**config.mk**
```make
export PLATFORM = sky130hd
export DESIGN_NAME = fifo_wr_arbiter
export DESIGN_NICKNAME = d
export VERILOG_FILES = /design/src/rtl/fifo_arb_pkg.sv /design/src/rtl/fifo_wr_arbiter_rr_pick.sv /design/src/rtl/fifo_wr_arbiter.sv
export SDC_FILE = /design/constraint.sdc
export NUM_CORES = 1
export LEC_CHECK = 0
export ABC_AREA = 0
export BUFFER_PORTS_ARGS = -buffer_cell sky130_fd_sc_hd__buf_2
export CELL_PAD_IN_SITES_DETAIL_PLACEMENT = 1
export CELL_PAD_IN_SITES_GLOBAL_PLACEMENT = 1
export CORE_UTILIZATION = 30
export DETAILED_ROUTE_END_ITERATION = 16
export PLACE_DENSITY = 0.74
export SYNTH_ARGS = -nofsm -noshare
export SYNTH_HDL_FRONTEND = slang
export SYNTH_SLANG_ARGS = --single-unit
```
**constraint.sdc**
```tcl
create_clock -name clk_a -period 3.2 [get_ports clk_a]
set_input_delay 0.32 -clock clk_a [delete_from_list [all_inputs] [get_ports clk_a]]
set_output_delay 0.32 -clock clk_a [all_outputs]
set_load 0.02 [all_outputs]
```
**src/rtl/fifo_arb_pkg.sv**
```systemverilog
// Shared definitions for the FIFO write-port arbiter: state encoding,
// default widths and the one-hot to index helper.
package fifo_arb_pkg;

    localparam logic [0:0] ST_IDLE  = 1'b0;
    localparam logic [0:0] ST_BURST = 1'b1;

    localparam int DEF_DW        = 4;
    localparam int DEF_MAX_BURST = 4;
    localparam int MAX_REQ       = 8;

    function automatic logic [2:0] oh2idx(input logic [MAX_REQ-1:0] oh);
        logic [2:0] idx;
        idx = '0;
        for (int k = 0; k < MAX_REQ; k++) begin
            if (oh[k]) idx = 3'(k);
        end
        return idx;
    endfunction

endpackage

```
**src/rtl/fifo_wr_arbiter_rr_pick.sv**
```systemverilog
// Combinational round-robin picker: first set request at or after i_ptr,
// wrapping cyclically, found by masking a doubled request vector.
module rr_pick
    import fifo_arb_pkg::*;
#(
    parameter int N_REQ = 3,
    parameter int IW    = (N_REQ > 1) ? $clog2(N_REQ) : 1
) (
    input  logic [N_REQ-1:0] i_req,
    input  logic [IW-1:0]    i_ptr,
    output logic [N_REQ-1:0] o_onehot,
    output logic [IW-1:0]    o_idx,
    output logic             o_any
);

    logic [2*N_REQ-1:0] w_masked;
    logic [N_REQ-1:0]   w_oh;
    logic               w_found;

    always_comb begin
        // Upper copy supplies the wrapped-around candidates below i_ptr.
        w_masked = {i_req, i_req} & ({(2*N_REQ){1'b1}} << i_ptr);
        w_found  = 1'b0;
        w_oh     = '0;
        for (int k = 0; k < 2*N_REQ; k++) begin
            if (w_masked[k] && !w_found) begin
                w_found           = 1'b1;
                w_oh[k % N_REQ]   = 1'b1;
            end
        end
    end

    assign o_onehot = w_oh;
    assign o_idx    = IW'(oh2idx(MAX_REQ'(w_oh)));
    assign o_any    = |i_req;

endmodule

```
**src/rtl/fifo_wr_arbiter.sv**
```systemverilog
// Round-robin arbiter sharing one FIFO write port among N_REQ requesters,
// granting bursts of up to MAX_BURST words with zero-latency data pass-through.
module fifo_wr_arbiter
    import fifo_arb_pkg::*;
#(
    parameter int N_REQ     = 3,
    parameter int DW        = DEF_DW,
    parameter int MAX_BURST = DEF_MAX_BURST
) (
    input  logic                clk_a,
    input  logic                rst_n,
    input  logic [N_REQ-1:0]    req_valid_i,
    input  logic [N_REQ*DW-1:0] req_data_i,
    output logic [N_REQ-1:0]    req_ready_o,
    input  logic                fifo_full_i,
    output logic                wr_en_o,
    output logic [DW-1:0]       wr_data_o,
    output logic [N_REQ-1:0]    grant_o,
    output logic                busy_o
);

    localparam int IW = (N_REQ > 1) ? $clog2(N_REQ) : 1;
    localparam int CW = $clog2(MAX_BURST + 1);

    logic [0:0]       r_state;
    logic [N_REQ-1:0] r_grant;
    logic [IW-1:0]    r_gidx;
    logic [IW-1:0]    r_ptr;
    logic [CW-1:0]    r_cnt;

    logic [N_REQ-1:0] w_pick_oh;
    logic [IW-1:0]    w_pick_idx;
    logic             w_pick_any;
    logic             w_burst;
    logic             w_gvalid;
    logic             w_xfer;
    logic             w_last;
    logic             w_release;
    logic [IW-1:0]    w_next_ptr;

    rr_pick #(
        .N_REQ (N_REQ),
        .IW    (IW)
    ) u_pick (
        .i_req    (req_valid_i),
        .i_ptr    (r_ptr),
        .o_onehot (w_pick_oh),
        .o_idx    (w_pick_idx),
        .o_any    (w_pick_any)
    );

    assign w_burst    = (r_state == ST_BURST);
    assign w_gvalid   = req_valid_i[r_gidx];
    assign w_xfer     = w_burst & w_gvalid & ~fifo_full_i;
    assign w_last     = (r_cnt == CW'(MAX_BURST - 1));
    // A full FIFO freezes everything, including a grant whose requester went idle.
    assign w_release  = w_burst & ~fifo_full_i & (~w_gvalid | (w_xfer & w_last));
    assign w_next_ptr = (r_gidx == IW'(N_REQ - 1)) ? '0 : r_gidx + IW'(1);

    always_ff @(posedge clk_a or negedge rst_n) begin
        if (!rst_n) begin
            r_state <= ST_IDLE;
            r_grant <= '0;
            r_gidx  <= '0;
            r_ptr   <= '0;
            r_cnt   <= '0;
        end else if (r_state == ST_IDLE) begin
            if (w_pick_any) begin
                r_state <= ST_BURST;
                r_grant <= w_pick_oh;
                r_gidx  <= w_pick_idx;
                r_cnt   <= '0;
            end
        end else if (w_release) begin
            r_state <= ST_IDLE;
            r_grant <= '0;
            r_cnt   <= '0;
            r_ptr   <= w_next_ptr;
        end else if (w_xfer) begin
            r_cnt   <= r_cnt + CW'(1);
        end
    end

    assign busy_o      = w_burst;
    assign grant_o     = r_grant;
    assign req_ready_o = (w_burst & ~fifo_full_i) ? r_grant : '0;
    assign wr_en_o     = w_xfer;
    assign wr_data_o   = w_xfer ? req_data_i[r_gidx*DW +: DW] : '0;

endmodule
```
== Yosys cells after proc, flatten, opt, wreduce, memory -nomap -nowiden ==
Cells that the tools add are included.
Widths: inputs -> output; s select.
Cells by class
  magnitude comparators: 1
  $add $sub $neg: 2
  reductions and logical operators: 16
  bitwise logic cells: 10
  eq/ne operators: 4
  shifts and indexed selects: 2
  mux-type cells: 27
Operators by type and width (number)
  $mux 3: 8
  $mux 1: 15
  $shiftx 12x5->4: 1
  $reduce_and 2->1: 4
  $and 6x6->6: 1
  $shl 6x2->6 const A: 1
  $and 1x1->1: 5
  $logic_and 1x1->1: 5
  $logic_not 1->1: 5
  $mux 2: 2
  $mux 4: 1
  $add 3x1->3 const B: 1
  $eq 3x2->1 const B: 1
  $lt 2x3->1 const B: 1
  $ne 3x1->1 const B: 1
  $not 1->1: 3
  $reduce_or 3->1: 1
  $add 2x1->2 const B: 1
  $bmux 1 s2: 1
  $eq 2x2->1 const B: 1
  $ne 2x1->1 const B: 1
  $reduce_bool 2->1: 1
  $or 1x1->1: 1
Word-level totals
  input bits: 18
  word-level logic and storage cells: 67
  flip-flop bits (word level): 11

== Longest topological paths before layout ==
Gate-level depths: netlist of run 1.
  depth in word-level cells: 20
  gate-level depth with buffers: 6

== Hierarchy ==
A second synthesis of run 1 with hierarchy kept.
Unflattened totals
  cell total of the unflattened synthesis: 86
  area, all modules: 783.3 sq um
By module, submodules not included
  fifo_wr_arbiter: area an instance 689.4 sq um, times used 1, cells each 73
  rr_pick: area an instance 93.8 sq um, times used 1, cells each 13

== Worst setup path after synthesis of run 1 ==
No wires, ideal clock.
  path kind: reg-to-output
  start point: reg r_gidx[1]
  end point: out wr_data_o[0]
  data required time: 2.880 ns
  cell stages (with the launch flop): 6
  setup slack: 1.552 ns
  data arrival time: 1.328 ns
  buffers on the path: 1
  path through: dfrtp_1 > buf_6 > and2b_1 > o2bb2ai_1 > nand2_1 > nor2_1
On the way
  longest elaborated chain between the ends: 5
Ends and longest elaborated chain
  start, declared: RTL line fifo_wr_arbiter.sv:27  | logic [IW-1:0] r_gidx;
  start signal, assigned: RTL line fifo_wr_arbiter.sv:71  | r_gidx <= w_pick_idx;
  $bmux 1 s2: RTL line fifo_wr_arbiter.sv:53  | assign w_gvalid = req_valid_i[r_gidx];
  $mux 1 (implied by the code): RTL line fifo_wr_arbiter.sv:53
  $and 1x1->1 (2 in a row): RTL line fifo_wr_arbiter.sv:54  | assign w_xfer = w_burst & w_gvalid & ~fifo_full_i;
  $mux 4 (*): RTL line fifo_wr_arbiter.sv:88  | assign wr_data_o = w_xfer ? req_data_i[r_gidx*DW +: DW] : '0;
  end, declared: RTL line fifo_wr_arbiter.sv:17  | output logic [DW-1:0] wr_data_o,
Every way passes the cells marked *; elsewhere a longest branch is shown, timed or not. The select of a mux whose other input is x is not followed.

== Worst setup path after layout of run 1 ==
Same ends and word-level chain as after synthesis.

==> summary.md, run 1 <==
| Metric | Value |
|---|---|
| Layout cells sized above 1 | `33.6%` |
| Worst Hold Class | `input pin to register` |
| DR DRC count | `0` |
| Port bufs | `29` |
| Initial antenna violation count | `0` |
| Count of final hold-check violations | `0` |
| RSZ-0062 raised after global routing | `no` |
| IO Pins | `30` |
| Die Y | `50.4 um` |
| Peak supply drop | `0.427 mV` |
| Antenna cells | `0` |
| Routed wire per std cell | `14.5 um` |
| Synth Cell Area | `703 um^2` |
| Mapped Nets | `95` |
| Min cycle time layout | `2200 ps` |
| Vias in the first global route | `723` |
| Critical path's top delay family | `simple AND/OR/NAND/NOR gates` |
| Crit path capture type | `output pin` |
| Arrival @ worst endpoint | `1880 ps` |
| Adder-cell share of the synthesized area | `3.56%` |
| Total congestion overflow | `0` |
| Synth warnings | `0` |
| Gates resized, CTS repair | `0` |
| GRT Overall Usage | `17.6%` |
| Proportion of synthesized area in mux cells | `11.4%` |
| Synthesized flop and latch total | `11` |
| Sequential share of power | `35.7%` |
| Setup tns final | `0 ps` |
| Sw Ratio | `45.2%` |
| CP startpoint kind | `register` |
| Synth Area in Simple Gates | `22.6%` |
| FP Rows | `17` |
| Drt total wl | `1.96 mm` |
| DR iter-0 viols | `11` |
| CTS tree | `yes` |
| Core area | `2210 um^2` |
| CTS root buf | `clkbuf_4` |
| Leakage power | `0.000460 uW` |
| Final count of negative-setup-slack endpoints | `0` |
| Maxcap violations | `0` |
| Slew headroom | `74.1%` |
| CP max-delay cell | `dfrtp_1` |
| Number of buffers and inverters on the critical path | `1` |
| Clock sinks | `11` |
| Syn-to-layout area delta | `28.6%` |
| DR vias | `683` |
| FMAX | `0.454 GHz` |
| Power density cells | `802 nW/um^2` |
| Clock-pin slew of the registers on the worst-case setup and hold paths | `80 ps` |
| Slowest stage delay, CP | `520 ps` |
| Crit Path Max Fanout | `9` |
| WS Path Type | `register to output pin` |
| Syn Inst Count | `75` |
| Clock Skew | `3.45 ps` |
| Complex-gate fraction of the synthesized area | `19.4%` |
| TritonCTS Buffers | `3` |
| Post-Synth XOR/XNOR Area | `0%` |
| Period utilisation layout | `68.9%` |
| Comb pwr share | `50.7%` |
| Die area | `2540 um^2` |
| Synth cell types | `26` |
| Worst Tran Pin Value | `389 ps` |
| Pin count of the biggest net entering global routing | `12` |
| CTS H-tree lvls | `1` |
| Largest family of logic cells by synthesized area | `simple AND/OR/NAND/NOR gates` |
| Clock buffer depth | `2` |
| Clock share of power | `13.5%` |
| Clk Latency, worst-skew pair | `270 ps` |
| Global-route wire length before repair | `3.24 mm` |
| Fin nets | `128` |
| Routability Congestion | `0.794` |
| Vias per Instance | `5.06` |
| Status | `finished, final reports clean` |
| Pre-antenna DRT Iters | `4` |
| Crit-path cells | `and2b_1 > o2bb2ai_1 > nand2_1 > nor2_1 > buf_2` |
| NetSw | `327 uW` |
| P_int | `398 uW` |
| Die width | `50.4 um` |
| CP required | `2880 ps` |
| Power Total | `725 uW` |
| Mean Syn Cell Area | `9.38 um^2` |
| Post-DRT Antenna Nets | `0` |
| Register area share after synthesis | `39.1%` |
| Initial core utilization | `31.8%` |
| Max-slew violations | `0` |
==> cells in the final DEF, fill, tap and decap left out, drive strengths merged, types with 2 or more instances in the layout <==
| master | n |
|---|---|
| a21oi | 7 |
| a32o | 3 |
| and2 | 3 |
| and2b | 2 |
| buf | 29 |
| clkbuf | 3 |
| dfrtp | 11 |
| ha | 2 |
| inv | 3 |
| mux2 | 2 |
| mux2i | 5 |
| nand2 | 7 |
| nand2b | 3 |
| nand3 | 2 |
| nor2 | 11 |
| o21ai | 2 |
==> path summary, 6_finish.rpt <==
kind	from	to	slack, ps	cells after the start
setup / recovery	r_gidx[1]	wr_data_o[0]	1000	5
hold / removal	req_valid_i[0]	grant_o[0]	370	2
setup reg to reg	r_cnt[0]	r_ptr[0]	1530	4
hold reg to reg	r_cnt[0]	r_cnt[0]	510	1
max in group asynchronous	rst_n	grant_o[1]	2560	2
min in group asynchronous	rst_n	grant_o[0]	440	2
==> stage by stage <==
stage	instance area, um^2	setup slack (ps)	utilization (%)	std cells	hold WS [ps]
6_report	905	997	40.9	135	372
5_1_grt	905	847	40.9	135	376
4_1_cts	905	1000	40.9	135	362
3_5_place_dp	867	1310	39.2	130	204
3_3_place_gp	867	1480	39.2	130	203
2_1_floorplan	703	1550	-	75	24.4
==> power groups by stage <==
stage	Combinational (uW)	Clock [uW]	Sequential [uW]
final	368	98.2	259
after global routing	402	109	269
after CTS	371	101	259
after detailed placement	367	0	262
after global placement	353	0	256
after floorplan	270	0	251
==> cells by family (layout without fill, tap and decap cells) <==
family | count (synthesis) | count (layout)
muxes | 7 | 7
buffers and inverters | 5 | 37
AOI/OAI and AO/OA | 18 | 18
and+or+nand+nor | 32 | 32
adders and majority gates | 2 | 2
DFF | 11 | 11
==> state kept, by name, summed over array words and instances, names as in the netlist <==
| signal | count |
|---|---|
| busy_o | 1 |
| r_ptr | 2 |
| r_gidx | 2 |
| grant_o | 3 |
| r_cnt | 3 |
==> cell usage after synthesis, drive strengths merged <==
cell | number | area share, %
a21oi | 7 | 5.0
a32o | 3 | 4.3
and2 | 3 | 2.7
and2b | 2 | 2.1
buf | 2 | 2.3
dfrtp | 11 | 39
ha | 2 | 3.6
inv | 3 | 1.6
mux2 | 2 | 4.3
mux2i | 5 | 7.1
nand2 | 7 | 3.7
nand2b | 3 | 2.7
nand3 | 2 | 1.4
nand4bb | 1 | 1.6
nor2 | 11 | 5.9
nor2b | 1 | 0.89
nor3 | 1 | 0.71
o211ai | 1 | 1.1
o21ai | 2 | 1.4
o21bai | 1 | 1.1
o2bb2ai | 1 | 1.2
o311a | 1 | 3.0
o31ai | 1 | 1.1
o32ai | 1 | 1.2
or2 | 1 | 0.89
==> worst register-to-register path, stage by stage, from the launching register on <==
cell and delay, ps:
dfrtp_1 410, ha_1 210, ha_1 220, o311a_4 410, mux2_4 310
==> repair_timing <==
item / in CTS / in global routing
endpoints found under the setup margin: 0 / 0
buffers inserted: 0 / 0
endpoints found under the hold margin: 11 / 0
hold buffers: 1 / 0
==> cell type report <==
type	count	area, um^2
fill	296	1310
timing repair buffer	30	155
tap	28	35.0
clock buffer	3	22.5
sequential	11	275
clock inverter	1	5.00
inverter	3	11.3
multi-input combinational	59	400
==> per-layer routing <==
layer  share of wire [%]  vias up  routed length [um]  track usage, %
met1                  44      325                 857            20.1
met3                 3.4        6                  66            3.94
li1                    -      331                   -               -
met4                 2.3        0                  46            9.26
met2                  51       21                 991            30.2
met5                   0        -                   0               0
No activity file was read; power rests on OpenSTA's default activity.
==> inputs of run 2 (changes only) <==
--- a/config.mk
+++ b/config.mk
@@ -11,7 +11,7 @@
 export CELL_PAD_IN_SITES_GLOBAL_PLACEMENT = 1
 export CORE_UTILIZATION = 30
 export DETAILED_ROUTE_END_ITERATION = 16
-export PLACE_DENSITY = 0.74
+export PLACE_DENSITY = 0.76
 export SYNTH_ARGS = -nofsm -noshare
 export SYNTH_HDL_FRONTEND = slang
 export SYNTH_SLANG_ARGS = --single-unit
==> constraint.sdc (replaced) <==
create_clock -name clk_a -period 1.95 [get_ports clk_a]
set_input_delay 0.195 -clock clk_a [delete_from_list [all_inputs] [get_ports clk_a]]
set_output_delay 0.195 -clock clk_a [all_outputs]
set_load 0.02 [all_outputs]
==> run 2 against run 1 <==
Against the previous run: highest routed layer unchanged; clock skew shrank 1.7 ps; clock power up 64%; sequential share of layout area is 0.63 points lower; non-clock buffer count up 3; largest cell class unchanged.
==> summary.md, run 2 (synthesis gave the netlist of run 1 again) <==
| Metric | Value |
|---|---|
| Total congestion overflow | `0` |
| Fin nets | `131` |
| Crit-path cells | `and2b_2 > o2bb2ai_1 > nand2_2 > nor2_1 > buf_2` |
| Die area | `2540 um^2` |
| Clk Latency, worst-skew pair | `270 ps` |
| Non-Filler Instances | `138` |
| CTS tree | `yes` |
| Peak supply drop | `0.533 mV` |
| Die Y | `50.4 um` |
| Initial antenna violation count | `0` |
| DR DRC count | `0` |
| Clock sinks | `11` |
| Footprint of the multi-input gates | `404 um^2` |
| Worst Hold Class | `input pin to register` |
| DP HPWL | `1.44 mm` |
| Number of buffers and inverters on the critical path | `1` |
| WS Path Type | `register to output pin` |
| Routability Congestion | `0.809` |
| FP Rows | `17` |
| Routed wire per std cell | `13.7 um` |
| Placed cell areas | `867 um^2` |
| Count of final hold-check violations | `0` |
| Power density cells | `1320 nW/um^2` |
| Critical path's top delay family | `simple AND/OR/NAND/NOR gates` |
| Layout cells sized above 1 | `38.2%` |
| DR vias | `698` |
| Status | `finished, final reports clean` |
| IO Pins | `30` |
| Antenna cells | `0` |
| Pre-antenna DRT Iters | `4` |
| Final instance area | `932 um^2` |
| Dpl cells | `130` |
| CP max-delay cell | `dfrtp_2` |
| Most frequent cells in the layout | `buf_2 (29), nor2_1 (11), dfrtp_1 (9)` |
| Max-slew violations | `0` |
| Min cycle time layout | `1840 ps` |
| TritonCTS Buffers | `3` |
| CTS H-tree lvls | `1` |
| DR iter-0 viols | `3` |
| RSZ-0062 raised after global routing | `no` |
| Vias in the first global route | `701` |
| Worst reg2reg path depth | `4` |
| Crit path capture type | `output pin` |
| Leakage power | `0.000471 uW` |
| Post-DRT Antenna Nets | `0` |
| CP Depth | `5` |
| CTS root buf | `clkbuf_4` |
| FMAX | `0.545 GHz` |
| Setup tns final | `0 ps` |
| Clock buffer depth | `2` |
| Sequential cell area | `278 um^2` |
| Die width | `50.4 um` |
| R2R Setup Slk | `330 ps` |
| Slowest stage delay, CP | `450 ps` |
| CP endpoint | `wr_data_o[1]` |
| GRT Overall Usage | `16.0%` |
| Fin util | `42.1%` |
| Vias per Instance | `5.06` |
| Crit Path Max Fanout | `6` |
| Worst r2r src | `r_cnt[0]` |
| Crit Reg-Reg Endpoint | `r_ptr[0]` |
| Initial core utilization | `31.8%` |
| Period utilisation layout | `94.1%` |
| Worst Tran Pin Value | `331 ps` |
| Final count of negative-setup-slack endpoints | `0` |
| Commonest non-fill, non-tap cell in the layout | `buf_2` |
| CP Launch Point | `r_gidx[1]` |
| Clock Skew | `1.80 ps` |
| Drt total wl | `1.89 mm` |
| Syn-to-layout area delta | `32.6%` |
| Slew headroom | `77.8%` |
| Filler Cell Count | `282` |
| Arrival @ worst endpoint | `1640 ps` |
| Maxcap violations | `0` |
| Core area | `2210 um^2` |
| Final WS setup | `114 ps` |
| CP required | `1750 ps` |
| CP startpoint kind | `register` |
| Pin count of the biggest net entering global routing | `12` |
| Port bufs | `29` |
| Global-route wire length before repair | `3.02 mm` |
| Clock-pin slew of the registers on the worst-case setup and hold paths | `70 ps` |
| Pre-CTS WS | `208 ps` |
-- run 2: per-layer routing --
layer	routed length (um)	track usage, %
met1	903	20.4
met2	912	26.4
met3	46	1.82
met4	24	7.87
met5	0	0
-- run 2: area by class of cell --
type                            instances  area share [%]
Inverter                                3            1.21
Multi-Input combinational cell         59            43.4
Tap cell                               28            3.76
Timing Repair Buffer                   33            19.1
Clock buffer                            4            2.82
Sequential cell                        11            29.8
-- run 2: through the flow --
stage	total power (uW)	hold slack (ps)
4_1_cts	1200	235
2_1_floorplan	855	-101
3_5_place_dp	1030	82.6
3_3_place_gp	1000	74.9
6_report	1230	239
5_1_grt	1320	250
-- run 2: power by group --
group	total (uW)	leakage, uW	internal (uW)	switching [uW]
registers	420	0.000138	320	101
logic	645	0.000317	289	356
clock network	161	0.0000150	79.3	81.8
total	1230	0.000471	688	539
-- run 2: worst min path at each step --
stage	cells past startpoint	start	slack (ps)	endpoint
after floorplan	0	rst_n	-100	busy_o
after global placement	1	rst_n	70	grant_o[0]
after detailed placement	1	rst_n	80	grant_o[0]
after CTS	2	req_valid_i[0]	230	grant_o[0]
after global routing	2	req_valid_i[0]	250	grant_o[0]
final	2	req_valid_i[0]	240	grant_o[0]
-- run 2: what timing repair did --
action                                 CTS  global route
resized for setup                        3             1
endpoints found under the hold margin   11             0
setup endpoints to repair                5             5
hold buffers                             1             0
setup buffers                            0             3
-- run 2: worst register-to-register path, delay by kind of cell, from the launching register on --
family          cells  cell delay (ps)
compound gates      1              390
fa+ha+maj           2              420
flops               1              400
mux                 1              300
